[src/rtl/uart_telemetry_tx.sv]
// uart_telemetry_tx: packs a channel-tagged rpm sample into a 4-byte report frame and sends it as 8N1.
// Define UART_TX_SAT_EN to clamp samples to the 13-bit range instead of truncating them.
module uart_telemetry_tx #(
  parameter int CLK_FREQ   = 50_000_000,
  parameter int BAUD_RATE  = 115_200,
  parameter int DATA_WIDTH = 16,
  parameter int NUM_CHN    = 4
) (
  input  logic                         clk,
  input  logic                         rstn,
  input  logic                         tm_valid_i,
  input  logic [2:0]                   tm_chn_i,
  input  logic signed [DATA_WIDTH-1:0] tm_data_i,
  output logic                         tm_ready_o,
  output logic                         uart_tx,
  output logic                         busy_o
);
  localparam int BAUD_DIV = CLK_FREQ / BAUD_RATE;
  localparam int CW = $clog2(BAUD_DIV);
  localparam logic [CW-1:0] BAUD_LAST = CW'(BAUD_DIV - 1);
  localparam logic [2:0] CHN_LIM = 3'(NUM_CHN);
  typedef enum logic [2:0] {INIT, IDLE, START, DATA, STOP} state_t;
  state_t state;
  logic [CW-1:0] baud_cnt;
  logic [2:0] bit_cnt, next_bit;
  logic [1:0] byte_idx;
  logic [2:0] chn_q;
  logic [12:0] d_q, d_enc;
  logic [7:0] cur_byte;
  logic baud_last;
`ifdef UART_TX_SAT_EN
  localparam logic signed [DATA_WIDTH-1:0] SMAX = DATA_WIDTH'(4095);
  localparam logic signed [DATA_WIDTH-1:0] SMIN = DATA_WIDTH'(-4096);
  always_comb d_enc = (tm_data_i > SMAX) ? 13'h0fff : (tm_data_i < SMIN) ? 13'h1000 : tm_data_i[12:0];
`else
  logic unused_hi;
  assign unused_hi = ^tm_data_i;
  always_comb d_enc = tm_data_i[12:0];
`endif
  always_comb begin
    cur_byte = byte_idx == 2'd0 ? 8'h92 : byte_idx == 2'd1 ? {chn_q, d_q[12:8]} : byte_idx == 2'd2 ? d_q[7:0] : 8'hff;
    baud_last = baud_cnt == BAUD_LAST;
    next_bit = bit_cnt + 3'd1;
  end
  always_ff @(posedge clk or negedge rstn)
    if (!rstn) begin
      state <= INIT;
      uart_tx <= 1'b1;
      tm_ready_o <= 1'b0;
      busy_o <= 1'b0;
      baud_cnt <= '0;
      bit_cnt <= '0;
      byte_idx <= '0;
      chn_q <= '0;
      d_q <= '0;
    end else begin
      case (state)
        INIT: begin
          state <= IDLE;
          tm_ready_o <= 1'b1;
        end
        IDLE: if (tm_valid_i && tm_chn_i < CHN_LIM) begin
          chn_q <= tm_chn_i;
          d_q <= d_enc;
          state <= START;
          uart_tx <= 1'b0;
          busy_o <= 1'b1;
          tm_ready_o <= 1'b0;
          byte_idx <= '0;
          baud_cnt <= '0;
        end
        START: if (baud_last) begin
          baud_cnt <= '0;
          bit_cnt <= '0;
          state <= DATA;
          uart_tx <= cur_byte[0];
        end else baud_cnt <= baud_cnt + 1'b1;
        DATA: if (baud_last) begin
          baud_cnt <= '0;
          if (bit_cnt == 3'd7) begin
            bit_cnt <= '0;
            state <= STOP;
            uart_tx <= 1'b1;
          end else begin
            bit_cnt <= next_bit;
            uart_tx <= cur_byte[next_bit];
          end
        end else baud_cnt <= baud_cnt + 1'b1;
        STOP: if (baud_last) begin
          baud_cnt <= '0;
          if (byte_idx != 2'd3) begin
            byte_idx <= byte_idx + 2'd1;
            state <= START;
            uart_tx <= 1'b0;
          end else begin
            byte_idx <= '0;
            state <= IDLE;
            busy_o <= 1'b0;
            tm_ready_o <= 1'b1;
          end
        end else baud_cnt <= baud_cnt + 1'b1;
        default: state <= INIT;
      endcase
    end
endmodule

[config.mk]
export PLATFORM = sky130hd
export DESIGN_NAME = uart_telemetry_tx
export DESIGN_NICKNAME = d
export VERILOG_FILES = /design/src/rtl/uart_telemetry_tx.sv
export SDC_FILE = /design/constraint.sdc
export NUM_CORES = 1
export LEC_CHECK = 0
export ABC_CLOCK_PERIOD_IN_PS = 2900
export CAP_MARGIN = 20
export CELL_PAD_IN_SITES_DETAIL_PLACEMENT = 0
export CELL_PAD_IN_SITES_GLOBAL_PLACEMENT = 2
export CORE_MARGIN = 1
export CORE_UTILIZATION = 38
export CTS_BUF_LIST = sky130_fd_sc_hd__clkbuf_16
export DETAILED_ROUTE_END_ITERATION = 12
export PLACE_DENSITY = 0.87
export SLEW_MARGIN = 5
export SYNTH_ARGS = -nofsm -noshare
export SYNTH_HDL_FRONTEND = slang
export SYNTH_SLANG_ARGS = --single-unit
[constraint.sdc]
create_clock -name clk -period 2.9 [get_ports clk]
set_input_delay 0.58 -clock clk [delete_from_list [all_inputs] [get_ports clk]]
set_output_delay 0.58 -clock clk [all_outputs]
set_load 0.01 [all_outputs]
; Word level (Yosys, flattened, before mapping)
; Index checks and enable logic that the tools add are counted.
[word_totals]
elab_cells = 84
out_inout_bits = 3
ff_bits = 36
input_bits = 22
[classes]
addsub = 3
order_cmp = 2
n_reduce_logical = 17
eq_ne = 16
muxes = 37
[op_table]
columns = operator, n
row1 = $mux 3, 8
row2 = $mux 8, 3
row3 = $mux 9, 2
row4 = $pmux 9 s2, 1
row5 = $ne 2x2->1 const B, 8
row6 = $pmux 3 s5, 1
row7 = $mux 1, 12
row8 = $add 9x1->9 const B, 1
row9 = $eq 9x9->1 const B, 1
row10 = $mux 2, 4
row11 = $reduce_and 4->1, 2
row12 = $eq 3x2->1 const B, 2
row13 = $eq 3x3->1 const B, 2
row14 = $pmux 3 s2, 1
row15 = $reduce_and 3->1, 2
row16 = $reduce_and 6->1, 1
row17 = $reduce_bool 2->1, 3
row18 = $reduce_and 5->1, 1
row19 = $lt 3x4->1 const B, 1
row20 = $pmux 1 s4, 1
row21 = $pmux 2 s2, 1
row22 = $reduce_and 2->1, 2
row23 = $reduce_bool 4->1, 1
row24 = $add 3x1->3 const B, 1
row25 = other kinds (13), 13

; Logic depth before layout (Yosys ltp)
; Gate-level depths: netlist of run 1.
[logic_depth]
word_depth = 9
mapped_depth = 9
mapped_depth_nobuf = 7

; Least setup slack after synthesis of run 1
; No wires, ideal clock.
[synth_timing]
path_kind = flip-flop to flip-flop
from = register baud_cnt[0]
to = register uart_tx
period_less_slack_ns = 1.836
stages_incl_launch_ff = 9
setup_ns = 0.098
t_arrival_ns = 1.737
slack_ns = 1.064
path_cell_list = dfrtp_1 ha_1 and4b_1 and4_1 clkbuf_1 a22o_1 buf_2 a21bo_2 o311ai_1
[synth_between]
elab_chain_cells = 3
word_cells_on_any_way = 5
cone_classes = 4 x eq/ne / 1 x reduce/logical
[synth_lines]
columns = element, line
row1 = "start, declared", 24  ; logic [CW-1:0] baud_cnt;
row2 = "start signal, assigned", 77  ; end else baud_cnt <= baud_cnt + 1'b1;
row3 = "start signal, assigned", 88  ; end else baud_cnt <= baud_cnt + 1'b1;
row4 = "start signal, assigned", 101  ; end else baud_cnt <= baud_cnt + 1'b1;
row5 = $eq 9x9->1 (*), 42  ; baud_last = baud_cnt == BAUD_LAST;
row6 = $ne 2x2->1 (no source line), -
row7 = $reduce_and 6->1 (no source line) (*), -
row8 = "end signal, assigned", 76  ; uart_tx <= cur_byte[0];
row9 = "end signal, assigned", 86  ; uart_tx <= cur_byte[next_bit];
row10 = "end, declared", 15  ; output logic uart_tx,
; Every way passes the cells marked *; elsewhere a longest branch is shown, timed or not.
; A chain may end at the register's enable or synchronous reset.

; Final worst setup path of run 1
[layout_timing]
from = input port tm_valid_i
to = register baud_cnt[3]
[layout_between]
elab_chain_cells = 3
[layout_lines]
columns = element, line
row1 = "start, declared", 11  ; input logic tm_valid_i,
row2 = $logic_and 1x1->1, 62  ; IDLE: if (tm_valid_i && tm_chn_i < CHN_LIM) begin
row3 = $ne 2x2->1 (no source line), -
row4 = $reduce_and 2->1 (no source line), -
; Every way passes these cells.

==> results.md, run 1 <==
- Post-Layout Cell Count: about 280
- Die ar.: approximately 5400 sq um
- Sequential power share: approximately half
- Peak VDD IR: 0.279 mV
- Post-DP HPWL: approximately 2800 microns
- Die height: approximately 74 microns
- Io pins: 25
- Worst Clk Skew: about 4.1 ps
- Max_cap viols: 0
- Status: complete, no violations
- Final estimated routing congestion in global placement: 0.768
- WL/cell: ~14 microns
- Max-slew violation count: 0
- Critical path class: input port to flop
- Net Sw Frac: a little under a fifth
- Final Cycle Share: a little under three quarters
- Post-synth top area share: 44.8%
- Worst-Margin Slew: between 400 and 500 ps
- Placed Cells: roughly 270
- Die X: 73.7 microns
- Hold buffers post-CTS: 0
- Internal power: around 830 uW
- Fill count: between 400 and 500
- F_max: roughly 480 MHz
- Antenna-violating nets left: 0
- Footprint of the multi-input gates: just under 1000 sq um
- Global route overflow: 0
- Clock buffer depth: 2
- Comb pwr share: between 3 and 4%
- Starting Density: 40.3%
- CTS Sinks: 36
- Share of cells above drive strength 1: between 15 and 20%
- Synth Register Bits: 36
- Most common cell in the netlist: dfrtp_1
- PwrDens: 435 nW/um^2
- RSZ-0062 raised after global routing: false
- Hold WC Path Type: flop to flop
- Drt via density: ~5.2
- EDFF count, synth: 0
- Inserted Clock Buffers: 5
- Post-cts resize count: 0
- Final WS setup: around 830 ps
- Nets@finish: 237
- CORE AREA: a little under 5000 sq um
- First-pass GRT wire length: approximately 6700 microns
- Syn_nets: around 210
- Clk_lat worst skew: roughly 270 ps
- Post-synth cell types: 45
- CTS tree: yes
- Final hold vios: 0
- IO Port Bufs: 21
- CTS H-tree depth: 2
- Max-slew headroom: a little over two thirds
- Iteration-0 DRC Markers: 106
- Final instance area: ~2400 sq um
- Root Driver: clkbuf_16
- Syn_area_per_cell: approximately 11 sq um
- Clock-pin slew on the worst setup and hold paths: about 50 ps
- Detailed Route WL: ~3800 microns
- Ys flop type: dfrtp_1
- Pwr Total: between 1 and 1.5 mW
- Seq/Total Area, Yosys: between 40 and 50%
- Yosys Warn Count: 0
- Mapped Cells: roughly 180
- Crit-path max FO: 9
- DRT Pass-1 Iters: 4
- Via count: between 1,000 and 1,500
- Fin Hold WS: 486 ps
- CP Capture Type: flop
- Crit path DAT: between 2000 and 2500 ps
- Initial antenna violation count: 0
- Switching power: approximately 200 uW
- Setup WS pre-CTS: approximately 510 ps
- Most area-consuming cells after synthesis: dfrtp_1, mux2_2, ha_1
- Commonest cells in the synthesized netlist: dfrtp_1, mux2_2, nand2_1
- # diodes: 0
- # setup viols final: 0
- Vias in the first global route: between 1,000 and 1,500
- Area growth syn-to-layout: 21.1%
- Clk pwr share: between 40 and 50%
- GRT Total Usage: roughly 16%
- Largest net degree at the start of global routing: 37
- Min cycle time layout: 2070 ps
- Largest area contributor in the netlist: dfrtp_1
- FF/Latch Area: 902 sq um
- Leak: 1.07 nW
- Total negative slack: 0 ps
- Final Util: between 40 and 50%
- Cell Rows: 25
- Startpoint Class: input port
- Post-DP Area: 2230 sq um
- Post-route DRC: 0
- Worst endpoint required time: 3050 ps
- Asr flop ratio synth: 100%
- Cell Area, Synth: between 1500 and 2000 sq um
- Post-CTS setup repair buffer count: 0
final timing paths:
path                                         start                 endpoint  slack [ps]  cells past startpoint
max                                     tm_valid_i  baud_cnt[3]$_DFFE_PN0P_         830                      6
min                           chn_q[2]$_DFFE_PN0P_     chn_q[2]$_DFFE_PN0P_         490                      1
max reg2reg                baud_cnt[1]$_DFFE_PN0P_      uart_tx$_DFFE_PN1P_         910                      7
min reg2reg                   chn_q[2]$_DFFE_PN0P_     chn_q[2]$_DFFE_PN0P_         490                      1
max in group asynchronous                     rstn      uart_tx$_DFFE_PN1P_        1830                      2
min in group asynchronous                     rstn     state[0]$_DFFE_PN0P_         720                      2
cells by family (layout without fill, tap and decap cells):
group	Yosys count	in the layout	share of synthesized area, %
AO/OA/AOI/OAI	30	30	11.3
buffers and inverters	16	40	3.59
AND/OR/NAND/NOR	68	68	19.8
XOR/XNOR	7	7	3.14
flip-flops	36	36	46.2
multiplexers	19	19	10.9
adder cells (fa/ha/maj)	8	8	5.12
critical path, cell delays in order:
cell	delay, ps
clkdlybuf4s50_1	470
or4b_4	490
o211ai_4	300
nand4_1	160
xor2_1	190
nor2_2	40
final cells by class:
| class | count | area share (%) |
|---|---|---|
| tap | 67 | 3.54 |
| sequential | 36 | 38.1 |
| multi-input combinational | 132 | 41.5 |
| timing repair buffer | 24 | 9.83 |
| inverter | 8 | 1.27 |
| clock inverter | 3 | 0.476 |
| clock buffer | 5 | 5.29 |
layout by cell type, fill, tap and decap left out, drive strengths merged, types with 2 or more instances in the layout:
cell type      Yosys  layout
dfrtp             35      35
clkdlybuf4s50      0      21
mux2              18      18
nor2              15      15
nand2             12      12
inv                8       9
nand4              8       8
ha                 8       8
o21ai              7       7
xor2               7       7
a21oi              6       6
nand3              6       6
clkbuf             5       5
nand2b             4       4
nor3               4       4
nor2b              4       4
and2               3       3
o221ai             3       3
o31ai              3       3
buf                3       3
o311ai             3       3
and4               2       2
clkinv             0       2
or3b               2       2
layer usage:
layer | up-vias | global-route usage, % | routed length, microns
li1 | 711 | - | -
met3 | 2 | 4.12 | 121
met4 | 0 | 5.77 | 15
met1 | 697 | 20.3 | 1740
met2 | 23 | 27.6 | 1940
met5 | - | 0 | 0
power groups by stage:
stage	Sequential, mW	Clock, mW	Combinational [mW]
5_1_grt	0.502	0.535	0.0388
6_report	0.503	0.492	0.0347
3_5_place_dp	0.511	0	0.0363
2_1_floorplan	0.512	0	0.000615
3_3_place_gp	0.511	0	0.0352
4_1_cts	0.503	0.512	0.0363
sequential cells by signal (all words and copies together) (netlist names):
| register | count |
|---|---|
| tm_ready_o | 1 |
| state | 3 |
| byte_idx | 2 |
| baud_cnt | 9 |
| bit_cnt | 3 |
| d_q | 13 |
| busy_o | 1 |
| chn_q | 3 |
| uart_tx | 1 |
Power figures use the tool's default switching activity.
==> run 2, diff against run 1 <==
--- a/config.mk
+++ b/config.mk
@@ -5,15 +5,15 @@
 export SDC_FILE = /design/constraint.sdc
 export NUM_CORES = 1
 export LEC_CHECK = 0
-export ABC_CLOCK_PERIOD_IN_PS = 2900
+export ABC_CLOCK_PERIOD_IN_PS = 2100
 export CAP_MARGIN = 20
 export CELL_PAD_IN_SITES_DETAIL_PLACEMENT = 0
 export CELL_PAD_IN_SITES_GLOBAL_PLACEMENT = 2
 export CORE_MARGIN = 1
-export CORE_UTILIZATION = 38
+export CORE_UTILIZATION = 35
 export CTS_BUF_LIST = sky130_fd_sc_hd__clkbuf_16
 export DETAILED_ROUTE_END_ITERATION = 12
-export PLACE_DENSITY = 0.87
+export PLACE_DENSITY = 0.82
 export SLEW_MARGIN = 5
 export SYNTH_ARGS = -nofsm -noshare
 export SYNTH_HDL_FRONTEND = slang
==> constraint.sdc (replaced) <==
create_clock -name clk -period 2.1 [get_ports clk]
set_input_delay 0.42 -clock clk [delete_from_list [all_inputs] [get_ports clk]]
set_output_delay 0.42 -clock clk [all_outputs]
set_load 0.01 [all_outputs]
==> run 2 against run 1 <==
Against the previous run: critical path depth stayed put; hold slack improved by 15 ps; wire length is essentially flat.
==> results.md, run 2 (synthesis gave the netlist of run 1 again) <==
- Post-DP Area: 2300 sq um (+3.1%)
- Nets@finish: 244 (+3.0%)
- Post-Layout Cell Count: 285 (+3.6%)
- Reg-to-reg endpoint: baud_cnt[3]$_DFFE_PN0P_
- Critical path class: input port to flop
- R2r worst-path depth: 5 (-2)
- Starting Density: 37.3% (-3.0 points)
- Biggest register: d_q
- Status: complete, no violations
- Fin Hold WS: 500 ps (+14.6 ps)
- PwrDens: 583 nW/um^2 (+34%)
- Crit-path cells: clkdlybuf4s50_1 > or4b_4 > o211ai_4 > nand4_1 > xor2_1 > nor2_2
- Via count: 1,463 (+2.1%)
- Largest stage delay, worst path: 480 ps (about the same)
- F_max: about 520 MHz
- Max-slew headroom: 69.5% (-0.64 points)
- CORE AREA: 5240 sq um (+8.0%)
- Largest net degree at the start of global routing: 37 (unchanged)
- WHS Path Cells: 1 (unchanged)
- RSZ-0062 raised after global routing: false
- Max_cap viols: 0 (unchanged)
- Commonest non-fill, non-tap cell in the layout: dfrtp_1
- Most frequent cells in the layout: dfrtp_1, clkdlybuf4s50_1, mux2_2
- Final Util: 46.5% (-2.3 points)
- Placed Cells: 277 (+3.7%)
- Crit path DAT: 2090 ps (-140 ps)
- Clk_lat worst skew: 280 ps (about the same)
- Peak VDD IR: 0.400 mV (+43%)
- DRT Pass-1 Iters: 4 (unchanged)
- Die ar.: 5890 sq um (+8.3%)
- Drt via density: 5.13 (-1.5%)
- WL/cell: 13.4 microns (-3.6%)
- # setup viols final: 0 (unchanged)
- Initial antenna violation count: 0 (unchanged)
- Io pins: 25 (unchanged)
- CTS H-tree depth: 2 (unchanged)
- Clock-pin slew on the worst setup and hold paths: 50 ps (about the same)
- Global route overflow: 0 (unchanged)
- IO Port Bufs: 21 (unchanged)
- Cell Rows: 26 (+4.0%)
- Hold Crit Start: chn_q[2]$_DFFE_PN0P_
- First-pass GRT wire length: 6680 microns (+0.10%)
- Post-DP HPWL: 2880 microns (+3.3%)
- Root Driver: clkbuf_16
- Iteration-0 DRC Markers: 54 (-49%)
- Die height: 76.7 microns (+4.1%)
- Final instance area: 2440 sq um (+2.9%)
- Final estimated routing congestion in global placement: 0.787 (+2.4%)
- Worst path top cell family by delay: simple AND/OR/NAND/NOR gates
- Fill count: 483 (+6.2%)
- Reg-to-Reg Start: state[2]$_DFFE_PN0P_
- Inserted Clock Buffers: 5 (unchanged)
- Leak: 1.11 nW (+4.2%)
- Hold buffers post-CTS: 0 (unchanged)
- Crit-path max FO: 8 (-1)
- Post-CTS setup repair buffer count: 0 (unchanged)
- Setup crit start: tm_valid_i
- CTS tree: yes
- Hold WC Path Type: flop to flop
- CTS Sinks: 36 (unchanged)
- Area growth syn-to-layout: 24.6%
- Worst-Margin Slew: 458 ps (+9.62 ps)
- Clock buffer depth: 2 (unchanged)
- Largest register FFs: 13 (unchanged)
- Max-slew violation count: 0 (unchanged)
- CP Capture Type: flop
- Startpoint Class: input port
- Worst reg2reg setup slack: 220 ps (-690 ps)
- GRT Total Usage: 14.4% (-2.0 points)
- Antenna-violating nets left: 0 (unchanged)
- Die X: 76.7 microns (+4.1%)
- Detailed Route WL: 3810 microns (about the same)
- Post-cts resize count: 0 (unchanged)
- Vias in the first global route: 1,434 (-1.6%)
- Min cycle time layout: 1930 ps
- Crit-path slowest cell: or4b_4
- Share of cells above drive strength 1: 20.5% (+2.7 points)
- Post-route DRC: 0 (unchanged)
- # diodes: 0 (unchanged)
- Worst endpoint required time: 2250 ps (-800 ps)
- Final hold vios: 0 (unchanged)
- Largest regs: d_q (13), baud_cnt (9)
- CP bufs+invs: 1 (unchanged)
- WHS Endpoint: chn_q[2]$_DFFE_PN0P_
- Final Cycle Share: between 90% and 100%
- Worst Clk Skew: 8.01 ps (+3.90 ps)
-- run 2: cell count changes in the layout (fill, tap and decap cells not counted) --
cell      delta
clkinv_1     -1
inv_1        +1
buf_4        +6
buf_12       +1
-- run 2: how the worst max path moves through the flow --
stage                              endpoint  slack [ps]  cells past startpoint
floorplan               uart_tx$_DFFE_PN1P_         260                      8
global placement    baud_cnt[8]$_DFFE_PN0P_         -30                      6
detailed placement  baud_cnt[3]$_DFFE_PN0P_        -100                      6
CTS                 baud_cnt[3]$_DFFE_PN0P_         180                      6
global route            uart_tx$_DFFE_PN1P_          10                      7
finish              baud_cnt[3]$_DFFE_PN0P_         170                      6
-- run 2: power by group --
part | leakage (nW) | switching [mW] | total, mW | internal (mW)
Sequential | 0.459 | 0 | 0.695 | 0.695
Clock | 0.0738 | 0.252 | 0.677 | 0.426
Combinational | 0.580 | 0.0172 | 0.0480 | 0.0308
-- run 2: per-layer routing --
layer  vias to the layer above  global-route usage [%]  part of all wire (%)
met1                       718                    17.7                    45
met5                         -                       0                     0
li1                        721                       -                     -
met4                         0                    5.77                   1.5
met3                         4                    4.05                   2.9
met2                        20                    23.8                    50
-- run 2: layout make-up --
class	instances	area [sq um]	area share (%)
Multi-Input combinational cell	132	982	40.3
Inverter	8	30.0	1.23
Tap cell	70	87.6	3.60
Timing Repair Buffer	31	298	12.2
Sequential cell	36	902	37.0
Clock inverter	3	11.3	0.462
Clock buffer	5	125	5.14
-- run 2: metrics by stage --
stage | setup TNS [ps] | power, mW | setup slack, ps
3_5_place_dp | -258 | 0.756 | -103
6_report | 0 | 1.42 | 168
3_3_place_gp | -144 | 0.755 | -31.3
2_1_floorplan | 0 | 0.707 | 264
4_1_cts | 0 | 1.44 | 178
5_1_grt | 0 | 1.48 | 12.9
